`src/rtl/rf_write_arbiter.sv`:
```
// Register-file write-port arbiter: round-robin grant between the ALU and
// the load unit. It registers one write per cycle onto the register enables
// and the bypass outputs.
module rf_write_arbiter #(
    parameter int unsigned bits            = 32,
    parameter int unsigned no_of_registers = 32
) (
    input  logic                         clk,
    input  logic                         async_reset,
    input  logic                         stall,
    input  logic                         valid0,
    input  logic [((no_of_registers > 1) ? $clog2(no_of_registers) : 1)-1:0] addr0,
    input  logic [bits-1:0]              data0,
    output logic                         ready0,
    input  logic                         valid1,
    input  logic [((no_of_registers > 1) ? $clog2(no_of_registers) : 1)-1:0] addr1,
    input  logic [bits-1:0]              data1,
    output logic                         ready1,
    output logic [no_of_registers-1:0]   rf_en,
    output logic                         sp_en,
    output logic [bits-1:0]              wr_data,
    output logic                         pend_valid,
    output logic [((no_of_registers > 1) ? $clog2(no_of_registers) : 1)-1:0] pend_addr,
    output logic [bits-1:0]              pend_data
);

    localparam int unsigned AW      = (no_of_registers > 1) ? $clog2(no_of_registers) : 1;
    localparam int unsigned SP_ADDR = 2;

    typedef enum logic {
        GRANT_P0 = 1'b0,
        GRANT_P1 = 1'b1
    } grant_e;

    // Power-up values match the reset values.
    grant_e                       r_last_grant = GRANT_P1;
    logic [no_of_registers-1:0]   r_rf_en      = '0;
    logic                         r_sp_en      = 1'b0;
    logic                         r_pend_valid = 1'b0;
    logic [AW-1:0]                r_pend_addr  = '0;
    logic [bits-1:0]              r_data       = '0;

    grant_e                       w_last_grant_nxt;
    logic                         w_gnt0;
    logic                         w_gnt1;
    logic                         w_xfer;
    logic [AW-1:0]                w_addr;
    logic [bits-1:0]              w_data;
    logic [no_of_registers-1:0]   w_rf_en;
    logic                         w_sp_en;

    // Last-grant state register.
    always_ff @(posedge clk) begin
        r_last_grant <= w_last_grant_nxt;
    end

    // Round-robin grant and last-grant update. On a tie, the port that did not win last time is granted.
    always_comb begin
        w_gnt0           = 1'b0;
        w_gnt1           = 1'b0;
        w_last_grant_nxt = r_last_grant;
        if (!stall && !async_reset) begin
            w_gnt0 = valid0 && (!valid1 || (r_last_grant == GRANT_P1));
            w_gnt1 = valid1 && (!valid0 || (r_last_grant == GRANT_P0));
        end
        if (async_reset) begin
            w_last_grant_nxt = GRANT_P1;
        end else if (w_gnt0) begin
            w_last_grant_nxt = GRANT_P0;
        end else if (w_gnt1) begin
            w_last_grant_nxt = GRANT_P1;
        end
    end

    // Winner mux and enable decode. x0 and out-of-range addresses are discarded, and address 2 goes to SP.
    always_comb begin
        w_xfer  = w_gnt0 || w_gnt1;
        w_addr  = w_gnt1 ? addr1 : addr0;
        w_data  = w_gnt1 ? data1 : data0;
        w_rf_en = '0;
        w_sp_en = (no_of_registers > SP_ADDR) && (32'(w_addr) == SP_ADDR);
        for (int unsigned i = 0; i < no_of_registers; i++) begin
            if ((i != 0) && (i != SP_ADDR)) begin
                w_rf_en[i] = (32'(w_addr) == i);
            end
        end
    end

    // Write pipeline register. Enables last one cycle per transfer, while the data and address hold.
    always_ff @(posedge clk) begin
        if (async_reset) begin
            r_rf_en      <= '0;
            r_sp_en      <= 1'b0;
            r_pend_valid <= 1'b0;
            r_pend_addr  <= '0;
            r_data       <= '0;
        end else if (w_xfer) begin
            r_rf_en      <= w_rf_en;
            r_sp_en      <= w_sp_en;
            r_pend_valid <= 1'b1;
            r_pend_addr  <= w_addr;
            r_data       <= w_data;
        end else begin
            r_rf_en      <= '0;
            r_sp_en      <= 1'b0;
            r_pend_valid <= 1'b0;
        end
    end

    assign ready0     = w_gnt0;
    assign ready1     = w_gnt1;
    assign rf_en      = r_rf_en;
    assign sp_en      = r_sp_en;
    assign wr_data    = r_data;
    assign pend_valid = r_pend_valid;
    assign pend_addr  = r_pend_addr;
    assign pend_data  = r_data;

endmodule
```
`config.mk`:
```
export PLATFORM = sky130hd
export DESIGN_NAME = rf_write_arbiter
export DESIGN_NICKNAME = d
export VERILOG_FILES = /design/src/rtl/rf_write_arbiter.sv
export SDC_FILE = /design/constraint.sdc
export NUM_CORES = 1
export LEC_CHECK = 0
export CORE_ASPECT_RATIO = 0.5
export CORE_MARGIN = 1.5
export CORE_UTILIZATION = 36
export DETAILED_ROUTE_END_ITERATION = 12
export PLACE_DENSITY_LB_ADDON = 0.08
export SYNTH_ARGS = -nofsm -noshare
export SYNTH_HDL_FRONTEND = slang
export SYNTH_SLANG_ARGS = --single-unit
```
`constraint.sdc`:
```
create_clock -name clk -period 1.38 [get_ports clk]
set_clock_uncertainty 0.05 [all_clocks]
set_input_delay 0.276 -clock clk [delete_from_list [all_inputs] [get_ports clk]]
set_output_delay 0.276 -clock clk [all_outputs]
set_load 0.01 [all_outputs]
```
==> impl_metrics.ini <==
[synthesis]
async_flop_share_pct = 0
yosysUniqueCellTypes = 29
yosys_warnings = 0
synth_edf_count = 0
synth.most_common_cell = dfxtp_1
synth_cells = 438
syn_avg_cell_area_um2 = 8.28
ys_seq_elements = 70
synth.yosys.seq_area_share_pct = 38.6
synth-main-ff-cell = dfxtp_1
ys_top_cells_by_count = 70 x dfxtp_1, 68 x a21oi_1, 38 x o21ai_0, 37 x a311oi_1, 37 x nand3_1
yosys.area.top_type = dfxtp_1
syn-cell-area_um2 = 3630
synthTopCellsByArea = dfxtp_1 39%, a21oi_1 9.4%, a311oi_1 8.9%
synth_top_area_share_pct = 38.6

[floorplanning]
pin_count = 184
die_x_um = 145
design.core.area_um2 = 9600
die-height_um = 74.0
rows = 25
start_util_pct = 37.8
die_area_um2 = 10700

[run_status]
violations = negative setup slack
status = finished with violations

[timing]
maxSlewViolCount = 0
setup_viol = 70
finalCriticalPeriod_ns = 1.61
rsz0062_at_grt = yes
hold_viol_final = 0
setup_ws_ns = -0.229
fmax_mhz = 622
setup-tns-final_ns = -7.29
period_share_pct = 117

[layout]
n_antenna_cell = 0
fillers = 801
areaGrowthSynthToFinish_pct = 79.2
layout.core_utilization_pct = 67.6
nets = 697
drive_above_1_share_pct = 27.0

[pwr]
switchingPower_mw = 1.57
p_leak_nw = 2.61
power_frac_seq_pct = 35.0
swShare_pct = 25.5
p_int_mw = 4.58
finalPower_mw = 6.15
vdd.ir_drop.worst_mv = 0.623
power.share.clock_pct = 43.6
power_frac_comb_pct = 21.4
p_per_area_nw_per_um2 = 947

[detailed_routing]
wl_per_cell_um = 18.2
first_pass_iters = 4
ant_nets = 0
drt_iter0_markers = 253
route.detailed.drc = 0
via_per_inst = 5.59
vias = 4235
routed_wl_mm = 13.8

[placed_design]
place_congestion = 0.825
port_buffers = 181
place_ws_ns = -0.720
hpwl_mm = 8.76

[clock_network]
clock-sinks = 70
clkTransAtPathRegs_ns = 0.06
clock_latency_ns = 0.33
cts_max_path_buffers = 2
cts-hold-fix-buffers = 0
cts_tree = done
cts_root_buf = clkbuf_16
htreeDepth = 3
cts-buffers-inserted = 9

[worst_setup_path]
critPathKind = reg2out
endpoint_kind = primary output
critPathMaxFanout = 3
worst-endpoint-required_ns = 1.05
start_kind = flop
crit_arrival_ns = 1.28

[grt]
gr-usage-all-layers_pct = 25.0
grt_pass1_wl_mm = 21.1
grt_overflow_total = 0
antenna_found_initial = 0
grt_max_degree = 69
grt_pass1_vias = 3921

[hold_path]
hold_path.class = in2reg

[job]
drv_cap = 0
==> cell usage in the layout (no fill, tap or decap), drive strengths merged <==
master	count
clkinv	1
nor2	5
nand2	1
clkbuf	11
nand3	37
and3b	6
a211o	1
a21oi	68
o21ai	38
o211ai	31
and3	2
buf	79
bufinv	3
inv	2
clkdlybuf4s15	1
clkinvlp	1
clkdlybuf4s50	73
nand4	31
dlymetal6s2s	1
a311oi	37
nand2b	1
dlygate4sd2	103
nor3b	6
dfxtp	70
conb	2
a211oi	1
nor2b	4
or2	1
nor3	3
a221o	1
and2	2
==> flip-flops by register name, indices dropped and copies added, names as in the netlist <==
signal        flops
pend_addr         5
sp_en             1
pend_valid        1
pend_data        32
rf_en            30
r_last_grant      1
==> kinds of logic (layout without fill, tap and decap cells) <==
| family | count (synthesis) | in the layout | synth area share, % |
|---|---|---|---|
| compound gates | 177 | 177 | 30.8 |
| buf+inv | 91 | 275 | 14.4 |
| flops | 70 | 70 | 38.6 |
| other cells | 1 | 2 | 0.103 |
| simple gates | 99 | 99 | 16.0 |
==> metrics by stage <==
| stage | area [um2] | instances | hold WS, ns |
|---|---|---|---|
| after floorplan | 3640 | 439 | 0.401 |
| after CTS | 6370 | 759 | 0.422 |
| final | 6500 | 758 | 0.448 |
| after global placement | 5640 | 728 | 0.470 |
| after detailed placement | 5640 | 728 | 0.468 |
| after global routing | 6500 | 758 | 0.453 |
==> layer usage <==
metal,up-vias,GRT usage (%),wire [um]
li1,1999,-,-
met2,176,44.0,6760
met3,18,6.32,1010
met5,-,0,0
met1,2042,31.1,5910
met4,0,7.22,135
==> critical path, stage by stage (launching register included) <==
cell	delay, ns
dfxtp_2	0.33
a211o_2	0.39
nor2_4	0.12
buf_6	0.11
==> what timing repair did <==
action | CTS | global route
cloned | 7 | 0
pin swaps | 66 | 11
setup buffers | 8 | 3
endpoints found under the setup margin | 171 | 71
gates resized for setup | 185 | 42
==> cell type report <==
type	count	area [um2]	share of cell area, %
clock buffer	11	243	3.74
clock inverter	5	106	1.64
inverter	2	7.51	0.116
multi-input combinational	278	2060	31.7
sequential	70	1400	21.6
tap	135	169	2.60
timing repair buffer	257	2510	38.6
==> power by group through the flow <==
stage	clock network (mW)	logic, mW	registers [mW]
after floorplan	0	0.514	2.23
after CTS	2.72	1.26	2.15
final	2.68	1.32	2.15
after global placement	0	1.20	2.20
after detailed placement	0	1.20	2.20
after global routing	2.81	1.40	2.16
==> worst paths after layout <==
check / start / end / slack [ns] / cells past startpoint
worst max register to register: r_last_grant$_SDFFE_PP1P_ / pend_addr[4]$_SDFFE_PP0P_ / -0.20 / 7
worst min-delay path: valid1 / pend_data[6]$_SDFFE_PP0P_ / 0.45 / 4
worst min register to register: pend_data[8]$_SDFFE_PP0P_ / pend_data[8]$_SDFFE_PP0P_ / 0.48 / 2
worst max-delay path: r_last_grant$_SDFFE_PP1P_ / ready1 / -0.23 / 3
(Power assumes the default switching activity.)
